`config.mk`:
```
export PLATFORM = sky130hd
export DESIGN_NAME = fetch_stage
export DESIGN_NICKNAME = d
export VERILOG_FILES = /design/src/rtl/fetch_stage.sv
export SDC_FILE = /design/constraint.sdc
export NUM_CORES = 1
export LEC_CHECK = 0
export BUFFER_PORTS_ARGS = -buffer_cell sky130_fd_sc_hd__buf_2
export CAP_MARGIN = 20
export CORE_UTILIZATION = 55
export CTS_CLUSTER_DIAMETER = 80
export DETAILED_ROUTE_END_ITERATION = 8
export PLACE_DENSITY = 0.78
export SLEW_MARGIN = 15
export SYNTH_ARGS = -nofsm -noshare
export SYNTH_HDL_FRONTEND = slang
export SYNTH_SLANG_ARGS = --single-unit
```
`constraint.sdc`:
```
create_clock -name clk -period 2.5 [get_ports clk]
set_input_delay 0 -clock clk [delete_from_list [all_inputs] [get_ports clk]]
set_output_delay 0 -clock clk [all_outputs]
set_load 0.02 [all_outputs]
```
`src/rtl/fetch_stage.sv`:
```
// ---------------------------------------------------------------------------
// fetch_stage
//
// Instruction fetch front end. Owns the PC, issues one 16-bit instruction
// read at a time to instruction memory, buffers returned words and presents
// {instr, fetch address + 2} to decode over a valid/ready handshake. Execute
// can redirect the PC at any time; fetching stops after a HALT word (opcode
// bits [15:11] == 5'b00000) until a redirect arrives.
//
// Parameters
//   RESET_PC   PC loaded on reset
//   BUF_DEPTH  instruction buffer entries (power of 2, >= 2)
//
// Ports
//   clk, rst_n              clock (rising edge), asynchronous active-low reset
//   imem_req / imem_addr    registered one-cycle read request and its address
//   imem_valid / imem_data  read data returned by memory
//   redirect / redirect_pc  taken branch/jump from execute; flushes the buffer
//   if_valid / if_ready     handshake with decode for the buffer head
//   if_instr / if_pc_plus2  head instruction and its fetch address + 2
//   halted                  HALT fetched, no further requests
//
// Optional build macro
//   FETCH_PERF_EN  adds perf_fetch_cnt (words pushed) and perf_stall_cnt
//                  (cycles if_valid & !if_ready), both saturating 16-bit.
// ---------------------------------------------------------------------------
module fetch_stage #(
    parameter logic [15:0] RESET_PC  = 16'h0000,
    parameter int          BUF_DEPTH = 2
) (
    input  logic        clk,
    input  logic        rst_n,
    output logic        imem_req,
    output logic [15:0] imem_addr,
    input  logic        imem_valid,
    input  logic [15:0] imem_data,
    input  logic        redirect,
    input  logic [15:0] redirect_pc,
    output logic        if_valid,
    input  logic        if_ready,
    output logic [15:0] if_instr,
    output logic [15:0] if_pc_plus2,
    output logic        halted
`ifdef FETCH_PERF_EN
    ,
    output logic [15:0] perf_fetch_cnt,
    output logic [15:0] perf_stall_cnt
`endif
);

    localparam int PTR_W = (BUF_DEPTH > 1) ? $clog2(BUF_DEPTH) : 1;
    localparam int CNT_W = PTR_W + 1;
    localparam logic [CNT_W-1:0] DEPTH_C = CNT_W'(BUF_DEPTH);
    localparam logic [4:0] OP_HALT = 5'b00000;

    typedef enum logic [1:0] {
        S_RUN,
        S_WAIT,
        S_DROP,
        S_HALTED
    } state_t;

    state_t           state_q, state_d;
    logic [15:0]      pc_q, pc_d;
    logic             imem_req_q, imem_req_d;
    logic [15:0]      imem_addr_q, imem_addr_d;
    logic             halted_q, halted_d;
    logic [PTR_W-1:0] wr_ptr_q, wr_ptr_d;
    logic [PTR_W-1:0] rd_ptr_q, rd_ptr_d;
    logic [CNT_W-1:0] count_q, count_d;
    logic [15:0]      buf_instr_q [BUF_DEPTH];
    logic [15:0]      buf_instr_d [BUF_DEPTH];
    logic [15:0]      buf_pcp2_q  [BUF_DEPTH];
    logic [15:0]      buf_pcp2_d  [BUF_DEPTH];

    logic             push;
    logic             pop;
    logic             outstanding;

`ifdef FETCH_PERF_EN
    logic [15:0]      perf_fetch_q, perf_fetch_d;
    logic [15:0]      perf_stall_q, perf_stall_d;
`endif

    assign if_valid    = (count_q != '0);
    assign pop         = if_valid && if_ready;
    // WAIT and DROP both mean a read has been issued and not yet returned.
    assign outstanding = (state_q == S_WAIT) || (state_q == S_DROP);

    assign imem_req    = imem_req_q;
    assign imem_addr   = imem_addr_q;
    assign halted      = halted_q;
    assign if_instr    = if_valid ? buf_instr_q[rd_ptr_q] : 16'h0000;
    assign if_pc_plus2 = if_valid ? buf_pcp2_q[rd_ptr_q]  : 16'h0000;

`ifdef FETCH_PERF_EN
    assign perf_fetch_cnt = perf_fetch_q;
    assign perf_stall_cnt = perf_stall_q;
`endif

    // Next-state logic. A redirect overrides everything else in its cycle:
    // the buffer is flushed and, unless an older read is still in flight,
    // the request for the new target goes out straight away so memory sees
    // it the very next cycle. A read still in flight is parked in DROP so its
    // late data is thrown away.
    always_comb begin
        state_d     = state_q;
        pc_d        = pc_q;
        imem_req_d  = 1'b0;
        imem_addr_d = imem_addr_q;
        halted_d    = halted_q;
        wr_ptr_d    = wr_ptr_q;
        rd_ptr_d    = rd_ptr_q;
        count_d     = count_q;
        buf_instr_d = buf_instr_q;
        buf_pcp2_d  = buf_pcp2_q;
        push        = 1'b0;

        if (redirect) begin
            wr_ptr_d = '0;
            rd_ptr_d = '0;
            count_d  = '0;
            halted_d = 1'b0;
            if (outstanding && !imem_valid) begin
                pc_d    = redirect_pc;
                state_d = S_DROP;
            end else begin
                imem_req_d  = 1'b1;
                imem_addr_d = redirect_pc;
                pc_d        = redirect_pc + 16'd2;
                state_d     = S_WAIT;
            end
        end else begin
            unique case (state_q)
                S_RUN: begin
                    // Only RUN issues, so nothing is outstanding here and the
                    // buffer fill alone decides whether there is room.
                    if (count_q < DEPTH_C) begin
                        imem_req_d  = 1'b1;
                        imem_addr_d = pc_q;
                        pc_d        = pc_q + 16'd2;
                        state_d     = S_WAIT;
                    end
                end
                S_WAIT: begin
                    if (imem_valid) begin
                        push = 1'b1;
                        if (imem_data[15:11] == OP_HALT) begin
                            state_d  = S_HALTED;
                            halted_d = 1'b1;
                        end else begin
                            state_d = S_RUN;
                        end
                    end
                end
                S_DROP: begin
                    if (imem_valid) begin
                        state_d = S_RUN;
                    end
                end
                S_HALTED: begin
                    state_d = S_HALTED;
                end
                default: begin
                    state_d = S_RUN;
                end
            endcase

            if (push) begin
                buf_instr_d[wr_ptr_q] = imem_data;
                buf_pcp2_d[wr_ptr_q]  = imem_addr_q + 16'd2;
                wr_ptr_d              = wr_ptr_q + PTR_W'(1);
            end
            if (pop) begin
                rd_ptr_d = rd_ptr_q + PTR_W'(1);
            end
            if (push && !pop) begin
                count_d = count_q + CNT_W'(1);
            end else if (pop && !push) begin
                count_d = count_q - CNT_W'(1);
            end
        end
    end

`ifdef FETCH_PERF_EN
    // Saturating event counters; a redirect does not clear them.
    always_comb begin
        perf_fetch_d = perf_fetch_q;
        perf_stall_d = perf_stall_q;
        if (push && (perf_fetch_q != 16'hFFFF)) begin
            perf_fetch_d = perf_fetch_q + 16'd1;
        end
        if (if_valid && !if_ready && (perf_stall_q != 16'hFFFF)) begin
            perf_stall_d = perf_stall_q + 16'd1;
        end
    end

    always_ff @(posedge clk or negedge rst_n) begin
        if (!rst_n) begin
            perf_fetch_q <= 16'h0000;
            perf_stall_q <= 16'h0000;
        end else begin
            perf_fetch_q <= perf_fetch_d;
            perf_stall_q <= perf_stall_d;
        end
    end
`endif

    always_ff @(posedge clk or negedge rst_n) begin
        if (!rst_n) begin
            state_q     <= S_RUN;
            pc_q        <= RESET_PC;
            imem_req_q  <= 1'b0;
            imem_addr_q <= 16'h0000;
            halted_q    <= 1'b0;
            wr_ptr_q    <= '0;
            rd_ptr_q    <= '0;
            count_q     <= '0;
            for (int i = 0; i < BUF_DEPTH; i++) begin
                buf_instr_q[i] <= 16'h0000;
                buf_pcp2_q[i]  <= 16'h0000;
            end
        end else begin
            state_q     <= state_d;
            pc_q        <= pc_d;
            imem_req_q  <= imem_req_d;
            imem_addr_q <= imem_addr_d;
            halted_q    <= halted_d;
            wr_ptr_q    <= wr_ptr_d;
            rd_ptr_q    <= rd_ptr_d;
            count_q     <= count_d;
            buf_instr_q <= buf_instr_d;
            buf_pcp2_q  <= buf_pcp2_d;
        end
    end

endmodule

```
[Word level (Yosys, flattened, before mapping)]
Cells that the tools add are included.
Word-level totals
  bits in registers: 104
  bits of input ports: 37
  output and inout bits: 51
Cells by class
  add/subtract/negate cells: 7
  $lt $le $gt $ge: 4
  eq/ne operators: 7
  mux-type cells: 45
  bitwise logic cells: 3
  reduce and logical (&&, ||, !) cells: 25
Operator list (count)
  16-bit 2-to-1 mux: 17
  32-bit bitwise mux: 2
  16-bit by 2-bit adder with 16-bit output (second input constant): 3
  2-bit 2-to-1 mux: 9
  16-bit demux with 1-bit select: 1
  2-bit nonzero test: 8
  1-bit 2-to-1 mux: 15
  3-bit != test (second input constant): 3
  3-bit AND reduction: 3
  2-bit case mux with 4 select lines: 1
  1-bit logical AND: 5
  5-bit zero test: 1
  2-bit == test (second input constant): 2
  2-bit >= comparator (second input constant): 2
  1-bit inverter with 2-bit output: 2
  2-bit AND reduction: 2
  1-bit zero test: 3
  3-bit nonzero test: 1
  1-bit adder (second input constant): 2
  2-bit by 1-bit adder with 2-bit output (second input constant): 1
  2-bit by 1-bit == test with 1-bit output (second input constant): 1
  2-bit zero test: 1
  2-bit by 1-bit less-than comparator with 1-bit output (second input constant): 1
  2-bit less-than comparator (second input constant): 1
  4 further kinds: 4

[Longest topological paths before layout]
  depth in word-level cells: 8
  gate-level depth with buffers: 8

[Least setup slack after synthesis]
No wires, ideal clock.
  path type: register -> register
  from: register state_q[0]
  to: register pc_q[15]
  setup time: 0.142 ns
  arrival time: 1.902 ns
  data required time: 2.358 ns
  slack: 0.456 ns
  stages on the path, launching flop included: 9
  cells stage by stage: dfrtp_1 -> inv_1 -> ha_1 -> nor2b_1 -> buf_6 -> or4b_4 -> nor4_4 -> xnor2_1 -> mux2i_1
On the way
  word-level cells in the longest chain between the ends: 5
  elaborated cells between the ends (all ways): 9
  those cells by class: eq/ne: 2; mux: 2; reduce/logical: 5
Ends and longest elaborated chain
  start: declaration: line 63  | state_t state_q, state_d;
  start signal: assignment: line 224  | state_q <= state_d;
  2-bit by 1-bit == test with 1-bit output or 2-bit == test (tied branches): line 88  | assign outstanding = (state_q == S_WAIT) || (state_q == S_DROP);
  1-bit logical OR: line 88
  1-bit logical AND: line 124  | if (outstanding && !imem_valid) begin
  16-bit 2-to-1 mux: line 124
  16-bit 2-to-1 mux: line 119  | if (redirect) begin
  end signal: assignment: line 225  | pc_q <= pc_d;
  end: declaration: line 64  | logic [15:0] pc_q, pc_d;
Several ways; a longest one is shown, not always the timed one.
A chain may end at the register's enable or synchronous reset.

[Final worst setup path]
  from: register state_q[1]
  to: register state_q[0]
On the way
  word-level cells in the longest chain between the ends: 5
  elaborated cells between the ends (all ways): 13
  those cells by class: eq/ne: 6; mux: 3; reduce/logical: 4
Ends and longest elaborated chain (line)
  2-bit by 1-bit == test with 1-bit output or 2-bit == test (tied branches): 88, 134
  1-bit logical OR: 88
  1-bit logical AND: 124
  2-bit 2-to-1 mux: 124
  2-bit 2-to-1 mux: 119
Several ways; a longest one is shown, not always the timed one.

==> run metrics <==
status=complete, but fails checks; failing checks=negative hold slack; data required time of the worst path=roughly 2700 ps; gr ovfl total=0; TritonCTS Buffers=9; crit path launch type=flop; dpl cells=717; via count=4075; number of setup buffers added after CTS=0; Fin. Hold Viols=1; root buf cell=clkbuf_8; clk slew on worst S/H paths=around 100 ps; area of the core=a little over 9000 µm²; Arrival @ worst endpoint=2360 ps; Setup crit end kind=flop; WHS=-10.25 ps; Max VDD drop=between 0.5 and 0.6 mV; first-pass GRT wire length=19290 µm; Slew @ Worst Pin=657.3 ps; Synth Warn #=0; Switching Share=0.3949; slack of the critical path=between 300 and 400 ps; Layout Cells excl Fill=758; synthesized area per cell=around 10 µm²; vias in the first global route=4068; Die W=100.1 µm; Netlist Area Pre-Place=5298 µm²; Max Clk Rate=between 0.4 and 0.5 GHz; commonest non-fill, non-tap cells in the layout=103 x dfrtp_1, 86 x buf_2, 62 x nor2_1; DRT iter0 DRCs=roughly 180; Pint=3.903 mW; Finished Core Util=0.6818; Gate power share=0.402; IO Pins=slightly below 90; Crit Path Class=reg2reg; layout cells sized above 1=0.2496; drt drc=0; Layout Cell Area excl Fill=between 6000 and 7000 µm²; post-CTS sizing=0; H-tree lvl count=3; clock share of power=0.140; Routed WL per cell=around 15 µm; Post-synth top flop=dfrtp_1; row count=35; Slew HR=0.5618; Clock Tree Buf Depth=2; Detailed Routing Iterations Pass 1=4; Cells after Synth=between 500 and 600; sequential share of the synthesized area=0.4913; fin crit share=0.8469; GP Congestion=0.8958; ANT cells=0; library cells used by synthesis=37; initial antenna violation count=0; Placement Cell Area=slightly below 6000 µm²; GRT Util Overall=0.2426; Leak=between 2 and 3 nW; count of input and output buffers=87; chip height=100.1 µm; vias per cell=between 5 and 6; maximum fanout along the worst path=4; DP Wirelength=roughly 8000 µm; Layout Nets=669; unrepaired setup endpoints after global routing=false; Die ar.=roughly 10000 µm²; Psw=2.547 mW; number of synthesized flops with an enable pin=0; final wirelength=roughly 11000 µm; max-slew violation count=0; skew final=13.48 ps; commonest non-fill, non-tap cell in the layout=dfrtp_1; clk sinks=~100; area growth from synthesis to layout=19.49%; setup TNS=0 ps; syn nets=approximately 560; max cap viols=0; Sequential Power Share=0.458; pre-CTS WS=404.4 ps; Yosys reg bits=104; Filler Cell Count=approximately 750; FFs w/ async S/R, synth=1.000; final setup fails=0; CTS tree=yes; Antenna Nets Post-Route=0; Worst-Skew Late Latency=360 ps; post-layout minimum cycle time=roughly 2100 ps; largest net degree at the start of global routing=50; worst hold path class=in2reg; power density over cell area=slightly above 1000 nW/µm²; starting density of the core=0.5706
-- through the flow --
step	power [mW]	hold slack, ps
after global routing	6.951	30.74
after detailed placement	5.551	70.68
after global placement	5.394	67.52
final	6.450	-10.25
after floorplan	4.719	-295.6
after CTS	6.474	1.575
-- repair_timing --
action                                  CTS  global route
endpoints found under the setup margin    0             0
endpoints found under the hold margin    93             0
hold buffers                             26             0
-- state kept, by name, indices dropped and copies added (netlist names) --
register / count
buf_instr_q: 32
buf_pcp2_q: 32
imem_addr: 16
pc_q: 16
count_q: 2
state_q: 2
halted: 1
imem_req: 1
rd_ptr_q: 1
wr_ptr_q: 1
-- cells in the mapped netlist, types with 9 or more instances --
library cell / n / share of area
a21oi_1: 19 / 0.018
clkbuf_1: 18 / 0.013
dfrtp_1: 104 / 0.49
inv_1: 9 / 0.0064
mux2_2: 38 / 0.081
mux2i_1: 55 / 0.10
nand2_1: 59 / 0.042
nand3_1: 14 / 0.013
nand4_1: 10 / 0.012
nor2_1: 63 / 0.045
o21ai_0: 36 / 0.034
xnor2_1: 17 / 0.028
xor2_1: 26 / 0.043
-- kinds of logic after synthesis --
family,count (synthesis),share of synthesized area
and+or+nand+nor,170,0.1460
DFF,104,0.4913
muxes,93,0.1847
AOI/OAI and AO/OA,63,0.06377
xor gates and xnor gates,43,0.07109
buffers and inverters,34,0.02669
adders and majority gates,7,0.01653
-- final cells by class --
| cell class | count | area, µm² | share of cell area |
|---|---|---|---|
| Inverter | 9 | 33.78 | 0.005337 |
| Clock buffer | 12 | 135.1 | 0.02135 |
| Multi-Input combinational cell | 376 | 2562 | 0.4048 |
| Sequential cell | 104 | 2604 | 0.4113 |
| Timing Repair Buffer | 125 | 813.3 | 0.1285 |
| Tap cell | 129 | 161.4 | 0.02550 |
| Clock inverter | 3 | 20.02 | 0.003163 |
-- worst max-delay path, stage by stage (launching register included) --
cell and delay [ps]:
dfrtp_1 420, inv_1 100, ha_1 220, or4b_2 610, nor3_1 280, nor3_1 110, a221oi_1 270
-- final timing paths --
check,slack [ps],from,end,cells past startpoint
max,380,state_q[1],state_q[0],6
min,-10,redirect_pc[14],imem_addr[14],3
max reg2reg,380,state_q[1],state_q[0],6
min reg2reg,480,buf_pcp2_q[3],buf_pcp2_q[3],2
max in group asynchronous,1600,rst_n,buf_instr_q[14],3
min in group asynchronous,210,rst_n,buf_instr_q[20],2
-- per-layer routing --
metal / track usage / share of wire
met1: 0.3389 / 0.47
met2: 0.3941 / 0.48
met3: 0.03760 / 0.042
met4: 0.07135 / 0.012
met5: 0 / 0
-- power groups by stage --
stage	Clock [mW]	Sequential (mW)	Combinational, mW
2_1_floorplan	0	2.99	1.73
3_3_place_gp	0	2.93	2.47
3_5_place_dp	0	2.99	2.56
4_1_cts	0.922	2.95	2.60
5_1_grt	0.990	3.07	2.90
6_report	0.903	2.96	2.59
Power figures use the tool's default switching activity.
